[src/rtl/example_mc_pkg.sv]
// Shared types and constants for the multi-channel merge core.
// State encoding, register map and channel-index width helper.
package example_mc_pkg;

  typedef enum logic [1:0] {
    IDLE = 2'd0,
    RUN  = 2'd1,
    DONE = 2'd2
  } state_e;

  localparam int REG_MASK   = 0;
  localparam int REG_LENGTH = 1;
  localparam int REG_OFF0   = 2;

  function automatic int ch_width(input int n);
    return (n > 1) ? $clog2(n) : 1;
  endfunction

endpackage

[src/rtl/example_mc_if.sv]
// Stream and configuration bus of example_mc_core.
// slave is the core side, master the producer/consumer/host side.
interface example_mc_if
  import example_mc_pkg::*;
#(
  parameter int DATA_WIDTH = 32,
  parameter int ADDR_WIDTH = 8,
  parameter int NUM_CH     = 4,
  parameter int CH_W       = ch_width(NUM_CH)
);

  logic [NUM_CH*DATA_WIDTH-1:0] data_in_i;
  logic [NUM_CH-1:0]            valid_in_i;
  logic [NUM_CH-1:0]            ready_in_o;
  logic [DATA_WIDTH-1:0]        data_out_o;
  logic [CH_W-1:0]              chan_out_o;
  logic                         valid_out_o;
  logic                         ready_out_i;
  logic [ADDR_WIDTH-1:0]        config_addr_i;
  logic [DATA_WIDTH-1:0]        config_data_i;
  logic                         config_valid_i;
  logic                         config_ready_o;

  modport master (
    output data_in_i, valid_in_i, ready_out_i,
    output config_addr_i, config_data_i, config_valid_i,
    input  ready_in_o, data_out_o, chan_out_o,
    input  valid_out_o, config_ready_o
  );

  modport slave (
    input  data_in_i, valid_in_i, ready_out_i,
    input  config_addr_i, config_data_i, config_valid_i,
    output ready_in_o, data_out_o, chan_out_o,
    output valid_out_o, config_ready_o
  );

endinterface

[src/rtl/example_mc_fifo.sv]
// Per-channel synchronous FIFO with flush; full/empty come from
// registered state only, so a read never raises ready the same cycle.
module example_mc_fifo #(
  parameter int DATA_WIDTH = 32,
  parameter int DEPTH      = 16
) (
  input  logic                  clk_i,
  input  logic                  reset_i,
  input  logic                  flush_i,
  input  logic                  wr_en_i,
  input  logic [DATA_WIDTH-1:0] wr_data_i,
  input  logic                  rd_en_i,
  output logic [DATA_WIDTH-1:0] rd_data_o,
  output logic                  full_o,
  output logic                  empty_o
);

  localparam int AW = $clog2(DEPTH);
  localparam logic [AW:0] FULL_CNT = (AW+1)'(DEPTH);

  logic [DATA_WIDTH-1:0] r_mem [DEPTH];
  logic [AW-1:0]         r_wp;
  logic [AW-1:0]         r_rp;
  logic [AW:0]           r_cnt;
  logic                  w_push;
  logic                  w_pop;

  assign full_o    = (r_cnt == FULL_CNT);
  assign empty_o   = (r_cnt == '0);
  assign w_push    = wr_en_i && !full_o;
  assign w_pop     = rd_en_i && !empty_o;
  assign rd_data_o = r_mem[r_rp];

  always_ff @(posedge clk_i) begin
    if (reset_i || flush_i) begin
      r_wp  <= '0;
      r_rp  <= '0;
      r_cnt <= '0;
    end else begin
      if (w_push) r_wp <= r_wp + 1'b1;
      if (w_pop)  r_rp <= r_rp + 1'b1;
      r_cnt <= r_cnt + (AW+1)'(w_push) - (AW+1)'(w_pop);
    end
  end

  always_ff @(posedge clk_i) begin
    if (w_push) r_mem[r_wp] <= wr_data_i;
  end

endmodule

[src/rtl/example_mc_core.sv]
// Round-robin merge of NUM_CH buffered streams with per-channel offset.
// EXAMPLE_MC_OFFSET_EN enables the output offset adder.
module example_mc_core
  import example_mc_pkg::*;
#(
  parameter int DATA_WIDTH   = 32,
  parameter int ADDR_WIDTH   = 8,
  parameter int BUFFER_DEPTH = 16,
  parameter int NUM_CH       = 4
) (
  input  logic                  clk_i,
  input  logic                  reset_i,
  input  logic                  enable_i,
  input  logic                  start_i,
  input  logic                  clear_i,
  output logic                  busy_o,
  output logic                  done_o,
  output logic                  error_o,
  output logic [DATA_WIDTH-1:0] status_o,
  example_mc_if.slave           bus
);

  localparam int CH_W = ch_width(NUM_CH);

  localparam logic [1:0] S_IDLE = IDLE;
  localparam logic [1:0] S_RUN  = RUN;
  localparam logic [1:0] S_DONE = DONE;

  localparam logic [ADDR_WIDTH-1:0] A_MASK = ADDR_WIDTH'(REG_MASK);
  localparam logic [ADDR_WIDTH-1:0] A_LEN  = ADDR_WIDTH'(REG_LENGTH);
  localparam logic [ADDR_WIDTH-1:0] A_OFF0 = ADDR_WIDTH'(REG_OFF0);
  localparam logic [ADDR_WIDTH-1:0] A_LAST =
    ADDR_WIDTH'(REG_OFF0 + NUM_CH - 1);
  localparam logic [CH_W-1:0] LAST_CH = CH_W'(NUM_CH - 1);

  logic [1:0]            r_state;
  logic [NUM_CH-1:0]     r_mask;
  logic [DATA_WIDTH-1:0] r_len;
  logic [DATA_WIDTH-1:0] r_issued;
  logic [DATA_WIDTH-1:0] r_xfer;
  logic                  r_err;
  logic [DATA_WIDTH-1:0] r_dout;
  logic [CH_W-1:0]       r_chan;
  logic                  r_vout;
  logic [CH_W-1:0]       r_ptr;

  logic [NUM_CH-1:0]     w_full;
  logic [NUM_CH-1:0]     w_empty;
  logic [NUM_CH-1:0]     w_wr;
  logic [NUM_CH-1:0]     w_rd;
  logic [DATA_WIDTH-1:0] w_rdata [NUM_CH];
  logic [DATA_WIDTH-1:0] w_word;
  logic [CH_W-1:0]       w_gnt;
  logic                  w_gnt_vld;
  logic                  w_issue;
  logic                  w_xfer;
  logic                  w_start;
  logic                  w_len_err;
  logic                  w_cfg;
  logic                  w_a_mask;
  logic                  w_a_len;
  logic                  w_a_bad;

  assign bus.ready_in_o =
    {NUM_CH{enable_i}} & r_mask & ~w_full;
  assign w_wr = bus.valid_in_i & bus.ready_in_o;

  for (genvar c = 0; c < NUM_CH; c++) begin : g_ch
    example_mc_fifo #(
      .DATA_WIDTH (DATA_WIDTH),
      .DEPTH      (BUFFER_DEPTH)
    ) u_fifo (
      .clk_i     (clk_i),
      .reset_i   (reset_i),
      .flush_i   (clear_i),
      .wr_en_i   (w_wr[c]),
      .wr_data_i (bus.data_in_i[c*DATA_WIDTH +: DATA_WIDTH]),
      .rd_en_i   (w_rd[c]),
      .rd_data_o (w_rdata[c]),
      .full_o    (w_full[c]),
      .empty_o   (w_empty[c])
    );
  end

  // First eligible channel at or after r_ptr, wrapping
  always_comb begin
    logic [CH_W-1:0] v_idx;
    v_idx     = '0;
    w_gnt     = '0;
    w_gnt_vld = 1'b0;
    for (int i = 0; i < NUM_CH; i++) begin
      v_idx = CH_W'((int'(r_ptr) + i) % NUM_CH);
      if (!w_gnt_vld && r_mask[v_idx] && !w_empty[v_idx]) begin
        w_gnt_vld = 1'b1;
        w_gnt     = v_idx;
      end
    end
  end

  assign w_xfer  = r_vout && bus.ready_out_i;
  assign w_issue = (r_state == S_RUN) && enable_i && !clear_i
                && (r_issued < r_len)
                && (!r_vout || bus.ready_out_i) && w_gnt_vld;

  always_comb begin
    w_rd        = '0;
    w_rd[w_gnt] = w_issue;
  end

  assign w_start   = (r_state == S_IDLE) && start_i && enable_i
                  && (r_len != '0);
  assign w_len_err = (r_state == S_IDLE) && start_i && (r_len == '0);

  assign w_cfg    = bus.config_valid_i && bus.config_ready_o;
  assign w_a_mask = (bus.config_addr_i == A_MASK);
  assign w_a_len  = (bus.config_addr_i == A_LEN);
  assign w_a_bad  = (bus.config_addr_i > A_LAST);

`ifdef EXAMPLE_MC_OFFSET_EN
  logic [DATA_WIDTH-1:0] r_off [NUM_CH];
  logic [CH_W-1:0]       w_off_idx;
  logic                  w_a_off;

  assign w_off_idx = CH_W'(bus.config_addr_i - A_OFF0);
  assign w_a_off   = (bus.config_addr_i >= A_OFF0) && !w_a_bad;

  always_ff @(posedge clk_i) begin
    if (reset_i) begin
      for (int c = 0; c < NUM_CH; c++) r_off[c] <= '0;
    end else if (w_cfg && w_a_off) begin
      r_off[w_off_idx] <= bus.config_data_i;
    end
  end

  assign w_word = w_rdata[w_gnt] + r_off[w_gnt];
`else
  assign w_word = w_rdata[w_gnt];
`endif

  always_ff @(posedge clk_i) begin
    if (reset_i) begin
      r_mask <= '1;
      r_len  <= '0;
    end else if (w_cfg) begin
      unique case (1'b1)
        w_a_mask: r_mask <= bus.config_data_i[NUM_CH-1:0];
        w_a_len:  r_len  <= bus.config_data_i;
        default:  ;
      endcase
    end
  end

  always_ff @(posedge clk_i) begin
    if (reset_i || clear_i) begin
      r_err <= 1'b0;
    end else if ((w_cfg && w_a_bad) || w_len_err) begin
      r_err <= 1'b1;
    end
  end

  always_ff @(posedge clk_i) begin
    if (reset_i || clear_i) begin
      r_state <= S_IDLE;
    end else begin
      unique case (r_state)
        S_IDLE: if (w_start) r_state <= S_RUN;
        S_RUN:  if (w_xfer && (r_xfer + 1'b1 == r_len))
                  r_state <= S_DONE;
        S_DONE: r_state <= S_IDLE;
        default: r_state <= S_IDLE;
      endcase
    end
  end

  always_ff @(posedge clk_i) begin
    if (reset_i || clear_i) begin
      r_issued <= '0;
      r_xfer   <= '0;
    end else if (w_start) begin
      r_issued <= '0;
      r_xfer   <= '0;
    end else begin
      if (w_issue) r_issued <= r_issued + 1'b1;
      if (w_xfer)  r_xfer   <= r_xfer + 1'b1;
    end
  end

  // Output word holds until taken; enable_i never withdraws it
  always_ff @(posedge clk_i) begin
    if (reset_i) begin
      r_vout <= 1'b0;
      r_dout <= '0;
      r_chan <= '0;
    end else if (clear_i) begin
      r_vout <= 1'b0;
    end else if (w_issue) begin
      r_vout <= 1'b1;
      r_dout <= w_word;
      r_chan <= w_gnt;
    end else if (w_xfer) begin
      r_vout <= 1'b0;
    end
  end

  always_ff @(posedge clk_i) begin
    if (reset_i) begin
      r_ptr <= '0;
    end else if (w_issue) begin
      r_ptr <= (w_gnt == LAST_CH) ? '0 : w_gnt + 1'b1;
    end
  end

  assign busy_o             = (r_state == S_RUN);
  assign done_o             = (r_state == S_DONE);
  assign error_o            = r_err;
  assign status_o           = r_xfer;
  assign bus.config_ready_o = (r_state != S_RUN);
  assign bus.data_out_o     = r_dout;
  assign bus.chan_out_o     = r_chan;
  assign bus.valid_out_o    = r_vout;

endmodule

[src/flat_wrapper.sv]
// flat-port wrapper written by rule: the top's interface ports become plain ports
module example_mc_core_flat import example_mc_pkg::*;
#(
  parameter int DATA_WIDTH   = 32,
  parameter int ADDR_WIDTH   = 8,
  parameter int BUFFER_DEPTH = 16,
  parameter int NUM_CH       = 4
)
  (clk_i, reset_i, enable_i, start_i, clear_i, busy_o, done_o, error_o, status_o, bus_data_in_i, bus_valid_in_i, bus_ready_out_i, bus_config_addr_i, bus_config_data_i, bus_config_valid_i, bus_ready_in_o, bus_data_out_o, bus_chan_out_o, bus_valid_out_o, bus_config_ready_o);
  example_mc_if #(.DATA_WIDTH(DATA_WIDTH), .ADDR_WIDTH(ADDR_WIDTH), .NUM_CH(NUM_CH)) bus_i ();
  input  logic clk_i;
  input  logic reset_i;
  input  logic enable_i;
  input  logic start_i;
  input  logic clear_i;
  output logic busy_o;
  output logic done_o;
  output logic error_o;
  output logic [DATA_WIDTH-1:0] status_o;
  input wire logic [$bits(bus_i.data_in_i)-1:0] bus_data_in_i;
  input wire logic [$bits(bus_i.valid_in_i)-1:0] bus_valid_in_i;
  input wire logic [$bits(bus_i.ready_out_i)-1:0] bus_ready_out_i;
  input wire logic [$bits(bus_i.config_addr_i)-1:0] bus_config_addr_i;
  input wire logic [$bits(bus_i.config_data_i)-1:0] bus_config_data_i;
  input wire logic [$bits(bus_i.config_valid_i)-1:0] bus_config_valid_i;
  output wire logic [$bits(bus_i.ready_in_o)-1:0] bus_ready_in_o;
  output wire logic [$bits(bus_i.data_out_o)-1:0] bus_data_out_o;
  output wire logic [$bits(bus_i.chan_out_o)-1:0] bus_chan_out_o;
  output wire logic [$bits(bus_i.valid_out_o)-1:0] bus_valid_out_o;
  output wire logic [$bits(bus_i.config_ready_o)-1:0] bus_config_ready_o;
  assign bus_i.data_in_i = bus_data_in_i;
  assign bus_i.valid_in_i = bus_valid_in_i;
  assign bus_i.ready_out_i = bus_ready_out_i;
  assign bus_i.config_addr_i = bus_config_addr_i;
  assign bus_i.config_data_i = bus_config_data_i;
  assign bus_i.config_valid_i = bus_config_valid_i;
  assign bus_ready_in_o = bus_i.ready_in_o;
  assign bus_data_out_o = bus_i.data_out_o;
  assign bus_chan_out_o = bus_i.chan_out_o;
  assign bus_valid_out_o = bus_i.valid_out_o;
  assign bus_config_ready_o = bus_i.config_ready_o;
  example_mc_core #(.DATA_WIDTH(DATA_WIDTH), .ADDR_WIDTH(ADDR_WIDTH), .BUFFER_DEPTH(BUFFER_DEPTH), .NUM_CH(NUM_CH)) u_core (.clk_i(clk_i), .reset_i(reset_i), .enable_i(enable_i), .start_i(start_i), .clear_i(clear_i), .busy_o(busy_o), .done_o(done_o), .error_o(error_o), .status_o(status_o), .bus(bus_i));
endmodule
[config.mk]
export PLATFORM = sky130hd
export DESIGN_NAME = example_mc_core_flat
export DESIGN_NICKNAME = d
export VERILOG_FILES = /design/src/rtl/example_mc_pkg.sv /design/src/rtl/example_mc_if.sv /design/src/rtl/example_mc_fifo.sv /design/src/rtl/example_mc_core.sv /design/src/flat_wrapper.sv
export SDC_FILE = /design/constraint.sdc
export NUM_CORES = 2
export LEC_CHECK = 0
export CORE_ASPECT_RATIO = 1.1
export CORE_UTILIZATION = 55
export DETAILED_ROUTE_END_ITERATION = 6
export MAX_ROUTING_LAYER = met4
export PLACE_DENSITY = 0.85
export SYNTH_ARGS = -nofsm -noshare
export SYNTH_HDL_FRONTEND = slang
export SYNTH_SLANG_ARGS = --single-unit
export TNS_END_PERCENT = 20
[constraint.sdc]
create_clock -name clk_i -period 3.95 [get_ports clk_i]
set_input_delay 0.395 -clock clk_i [delete_from_list [all_inputs] [get_ports clk_i]]
set_output_delay 0.395 -clock clk_i [all_outputs]
set_load 0.005 [all_outputs]
-- Yosys cells after proc, flatten, opt, wreduce, memory -nomap -nowiden
Memories as Yosys holds them, arrays and structs flattened. A register that Yosys moved wholly into a read port is not among the register bits.
Index checks and enable logic that the tools add are counted.
- reduce and logical (&&, ||, !) cells: 64
- eq/ne operators: 12
- muxes and demuxes: 51
- bitwise operators: 7
- add/sub/neg operators: 22
- $lt $le $gt $ge: 9
- operators with widths (cell ; count):
    $add A32 B1 Y32 const B ; 2
    $bmux W32 S2 ; 1
    $mux W32 ; 2
    $add A4 B1 Y4 const B ; 8
    $eq A32 B32 Y1 ; 1
    $logic_not A32 Y1 ; 1
    $lt A32 B32 Y1 ; 1
    $mux W4 ; 8
    $reduce_bool A32 Y1 ; 1
    $logic_and A1 B1 Y1 ; 29
    $mux W1 ; 23
    $add A5 B1 Y5 ; 4
    $eq A5 B5 Y1 const B ; 4
    $logic_not A5 Y1 ; 4
    $sub A5 B1 Y5 ; 4
    $logic_not A1 Y1 ; 17
    $and A4 B4 Y4 ; 4
    $bmux W1 S2 ; 8
    $lt A2 B3 Y1 const B ; 5
    $mux W2 ; 7
    $eq A8 B1 Y1 const B ; 1
    $gt A8 B3 Y1 const B ; 1
    $logic_not A8 Y1 ; 1
    $reduce_and A2 Y1 ; 4
    16 further kinds ; 24
- output and inout port bits: 75
- flip-flop bits (word level): 192
- memories kept: 4
- memory bits (writable): 2048
- memories (memory ; words ; bits a word ; rd ports ; clocked after Yosys merged registers in ; write ports ; RTL line ; text):
    u_core.g_ch[0].u_fifo.r_mem ; 16 ; 32 ; 1 ; 1 ; 1 ; example_mc_fifo.sv:21 ; logic [DATA_WIDTH-1:0] r_mem [DEPTH];
    u_core.g_ch[1].u_fifo.r_mem ; 16 ; 32 ; 1 ; 1 ; 1 ; example_mc_fifo.sv:21 ;
    u_core.g_ch[2].u_fifo.r_mem ; 16 ; 32 ; 1 ; 1 ; 1 ; example_mc_fifo.sv:21 ;
    u_core.g_ch[3].u_fifo.r_mem ; 16 ; 32 ; 1 ; 1 ; 1 ; example_mc_fifo.sv:21 ;

-- Longest topological paths before layout
- depth in word-level cells: 26
- gate-level depth with buffers: 22

-- Cells and area by module
From an unflattened synthesis, not the netlist that was laid out.
- cells, all modules: 4793
- area total of the unflattened synthesis: 88672.5 sq um
- by module, submodules not included (module ; seq. area each (sq um) ; area each (sq um) ; cells an instance ; times used):
    example_mc_fifo (u_core.g_ch[0].u_fifo ...) ; 15715.1 ; 20020.5 ; 895 ; 2
    example_mc_fifo (u_core.g_ch[2].u_fifo) ; 15715.1 ; 20021.7 ; 895 ; 1
    example_mc_fifo (u_core.g_ch[3].u_fifo) ; 15715.1 ; 20004.2 ; 897 ; 1
    example_mc_core ; 2802.7 ; 8605.8 ; 1211 ; 1

-- Least setup slack after synthesis
OpenSTA, ideal clock, no wires.
- path type: flip-flop to flip-flop
- start: reg u_core.g_ch[0].u_fifo.r_cnt[3]
- end: reg u_core.g_ch[3].u_fifo.r_cnt[4]
- period minus slack after synthesis: 4.311 ns
- library setup time: 0.070 ns
- path buffers: 2
- path slack: -0.361 ns
- data arrival time: 4.240 ns
- cell stages (with the launch flop): 21
- cell sequence: dfxtp_1 -> inv_1 -> ha_1 -> or4b_4 -> a311o_1 -> a2111oi_2 -> o32ai_4 -> inv_2 -> buf_6 -> buf_6 -> ha_1 -> nand2b_1 -> nor3b_1 -> ha_1 -> inv_1 -> ha_1 -> fa_1 -> a21oi_1 -> nor2_1 -> or3_1 -> a21oi_1
- word-level cells in the longest chain between the ends: 25
- ends and longest elaborated chain (element ; RTL line ; text):
    start, declared ; example_mc_fifo.sv:24 ; logic [AW:0] r_cnt;
    start signal, assigned ; example_mc_fifo.sv:42 ; r_cnt <= r_cnt + (AW+1)'(w_push) - (AW+1)'(w_pop);
    $logic_not A5 Y1 * ; example_mc_fifo.sv:29 ; assign empty_o = (r_cnt == '0);
    $bmux W1 S2 ; example_mc_core.sv:93 ; if (!w_gnt_vld && r_mask[v_idx] && !w_empty[v_idx]) begin
    $mux W1 (not written as such) ; example_mc_core.sv:93 ;
    $logic_not A1 Y1 ; example_mc_core.sv:93 ;
    $logic_and A1 B1 Y1 ; example_mc_core.sv:93 ;
    $mux W1 ; example_mc_core.sv:93 ;
    $logic_not A1 Y1 ; example_mc_core.sv:93 ;
    $logic_and A1 B1 Y1 (2 in series) ; example_mc_core.sv:93 ;
    [8 not listed] ; n/a ;
    $mux W2 ; example_mc_core.sv:93 ;
    $lt A2 B3 Y1 (not written as such) or $ge A2 B1 Y1 (tied branches) ; example_mc_core.sv:107 ; w_rd[w_gnt] = w_issue;
    $logic_and A1 B1 Y1 (not written as such) ; example_mc_core.sv:107 ;
    $mux W1 (not written as such) ; example_mc_core.sv:107 ;
    $demux W1 S2 ; n/a ;
    $and A4 B4 Y4 (no line) * ; n/a ;
    $logic_and A1 B1 Y1 * ; example_mc_fifo.sv:31 ; assign w_pop = rd_en_i && !empty_o;
    $sub A5 B1 Y5 * ; example_mc_fifo.sv:42 ;
    end signal, assigned ; example_mc_fifo.sv:42 ;
    end, declared ; example_mc_fifo.sv:24 ;
Every way passes the cells marked *; elsewhere a longest branch is shown, timed or not. The select of a mux whose other input is x is not followed.
A chain may end at the register's enable or synchronous reset.

-- Final worst setup path
Ends and elaborated chain as after synthesis.

==> summary.txt <==
Floorplanning
  – # rows: between 150 and 200
  – Starting density of the core: 0.5560
  – Die Width: about 390 um
  – Core area: 160,900 um2
  – Die Y: ~420 um
  – Die Area: around 160,000 um2
  – IO Pins: approximately 250

STA
  – RSZ-0062 raised after global routing: yes
  – Min cycle time layout: around 3900 ps
  – Final Skew: 64.14 ps
  – Hold_ws: 131.7 ps
  – Post-route clock period utilization: 0.9992
  – # setup viols final: 0
  – Final Hold Fails: 0
  – Achievable Freq: 0.2534 GHz
  – Slew Limit Fails: 0
  – Worst relative slew slack: 0.03163
  – Worst-margin pin slew: between 1000 and 1500 ps

Place
  – IO Port Bufs: ~250
  – Hpwl dp: ~140 mm
  – Placed Cells: 6,786
  – Post-DP Area: about 97,000 um2
  – Final GP Congestion: slightly above 0.9

Route
  – Vias per cell: between 6 and 7
  – # DRC: 0
  – Wire per inst: 34.92 um
  – Via count: 49,610
  – First-iteration detailed-routing DRC count: a little over 7,000
  – Detail Route Antenna Nets: 0
  – WL final: between 200 and 300 mm
  – DR pass1 iterations: 7

Layout
  – Nets@finish: 5,160
  – Final instance area: ~100,000 um2
  – Area grow syn2layout: 16.11%
  – Share of layout cells above drive strength 1: 0.2665
  – Most frequent cells in the layout: edfxtp_1, mux4_2, clkdlybuf4s50_1
  – Layout Utilization: 0.6456
  – Commonest non-fill, non-tap cell in the layout: edfxtp_1
  – Final std cells w/o fill: approximately 7,200
  – Multi-input logic area: 23,200 um2
  – FF+latch area: approximately 66,000 um2
  – Fillers: between 9,000 and 10,000

Power
  – Cell Pwr Density: between 400 and 500 nW/um2
  – Worst VDD drop: 0.4508 mV
  – Leakage: between 30 and 40 nW

Critical path
  – CP max FO: 3
  – Critical path capture point type: register
  – WS Path Type: reg -> reg
  – Worst path required time: ~4700 ps
  – Worst EP arrival: roughly 4700 ps
  – Critical Path Source Type: register

Yosys
  – Syn nets: 4,716
  – Gate Count Post-Synth: approximately 4,500
  – Syn_area_per_cell: 20.08 um2
  – Post-Syn Area: about 90,000 um2
  – FF+latch count, synth: roughly 2,300
  – Post-synth ARST share: 0
  – Top post-synthesis cells by area: edfxtp_1, mux4_2, dfxtp_1
  – Synth Flop Type: edfxtp_1
  – Post-synth EDFFs: roughly 2,000
  – Synth top area share: 0.6874
  – Leading area contributor after synthesis: edfxtp_1
  – Netlist cell types: between 80 and 90
  – Synth warnings: 0
  – Sequential area share after synthesis: 0.7340

GRT
  – GRT Total Usage: 0.3179
  – Initial antenna violation count: 53
  – GRT busiest layer: met2
  – First-pass GRT wire length: approximately 360 mm
  – Number of global-route vias before repair: around 50,000
  – Largest net degree at the start of global routing: 76
  – GRT met1 Usage: 0.3794
  – GR Util met2: 0.4957
  – Global route overflow: 0
  – Met3 Resource Use GR: 0.08971

CTS
  – TritonCTS Buffers: 205
  – CTS tree: built
  – Cts-stage hold buffer count: 0
  – Clk buf depth: 3
  – CTS root buf: clkbuf_16
  – Reg clk slew, reported paths: ~60 ps
  – Clk sinks: around 2,300
  – Skew-Pair Late Insertion Delay: roughly 880 ps
  – H-Tree Depth: 4

Job
  – Number of max-cap violations: 0

Run status
  – Status: complete, no violations

Worst hold path
  – Type of the most critical hold path: in -> reg
-- metal layers --
layer,vias to the layer above,part of all wire
met1,25420,0.33
met2,3992,0.49
met4,0,0.059
met5,-,0
met3,822,0.12
li1,19380,-
-- worst paths after layout --
kind / from / to / slack (ps) / cells after the start
setup / recovery: u_core.g_ch[0].u_fifo.r_cnt[3] / u_core.g_ch[3].u_fifo.r_cnt[4] / 3 / 18
hold / removal: bus_config_data_i[23] / u_core.r_len[23] / 130 / 3
setup reg to reg: u_core.g_ch[0].u_fifo.r_cnt[3] / u_core.g_ch[3].u_fifo.r_cnt[4] / 3 / 18
hold reg to reg: u_core.g_ch[0].u_fifo.r_rp[3] / register / 450 / 2
-- cells in the mapped netlist (all sizes together), types with 4 or more instances --
master	instances
a211oi	7
o2111ai	5
mux4	640
clkbuf	167
nor4	31
a31oi	14
nand4b	4
and4	9
and2	15
edfxtp	2048
nor4b	5
and3	46
dfxtp	208
mux2	32
o211ai	9
a41oi	5
a211o	30
nand2b	16
a2111oi	35
nand2	178
xnor2	57
or2	4
or3	26
mux2i	12
or4b	4
o31ai	14
o32a	5
nor2	149
xor2	47
nand4	34
nand3	65
ha	78
buf	74
fa	4
nor3	35
inv	92
o21ai	74
or4	13
a21oi	109
a21o	10
-- power by group --
group	total [mW]	internal [mW]	switching, mW	leakage (nW)
clock	20.4	11.3	9.16	3.30
sequential	26.1	26.1	0.0365	20.1
combinational	1.25	0.426	0.824	8.58
-- worst max-delay path: stages (launching register included) --
cell and delay [ps]:
dfxtp_2 320, inv_2 70, ha_4 140, or4b_4 480, a311o_1 380, a2111oi_4 430
o32ai_4 140, inv_2 120, ha_4 150, nand2b_4 60, nor3b_2 160, ha_1 150
inv_1 40, ha_2 170, fa_2 360, a21oi_2 160, nor2_2 50, or3_1 340
a21oi_1 130
-- registers in the layout, indices dropped and copies added (netlist names), 2 cells and up, named ones only --
name	flops
u_core.status_o	32
u_core.g_ch.u_fifo.r_wp	16
u_core.g_ch.u_fifo.r_mem	2048
u_core.r_issued	32
u_core.bus.chan_out_o	2
u_core.g_ch.u_fifo.r_cnt	20
u_core.r_state	2
u_core.r_len	32
u_core.r_ptr	2
u_core.g_ch.u_fifo.r_rp	16
u_core.bus.data_out_o	32
u_core.r_mask	4
-- what timing repair did --
action | in CTS | in global routing
buffers inserted | 10 | 3
cloned | 0 | 0
setup endpoints to repair | 3 | 19
pin swaps | 16 | 10
resized for setup | 21 | 22
-- layout make-up --
class / instances / share of cell area
multi-input combinational: 1866 / 0.2233
inverter: 92 / 0.003324
sequential: 2256 / 0.6326
antenna: 52 / 0.001253
tap: 2106 / 0.02537
clock buffer: 265 / 0.05242
clock inverter: 120 / 0.01385
timing repair buffer: 478 / 0.04789
-- through the flow --
step	power [mW]	setup WS (ps)	setup TNS (ps)
2_1_floorplan	27.04	-171.6	-25560
3_3_place_gp	27.72	-96.54	-96.54
3_5_place_dp	27.79	-197.4	-250.2
4_1_cts	47.88	-42.22	-61.85
5_1_grt	48.82	-171.6	-462.3
6_report	47.82	3.194	0
-- cells by family after synthesis --
| logic type | count (synthesis) | share of synthesized area |
|---|---|---|
| compound gates | 353 | 0.02671 |
| xor+xnor | 104 | 0.01018 |
| flops | 2256 | 0.7340 |
| mux | 684 | 0.1665 |
| buf+inv | 333 | 0.01464 |
| fa+ha+maj | 82 | 0.01180 |
| simple gates | 643 | 0.03620 |
Power figures use the tool's default switching activity.
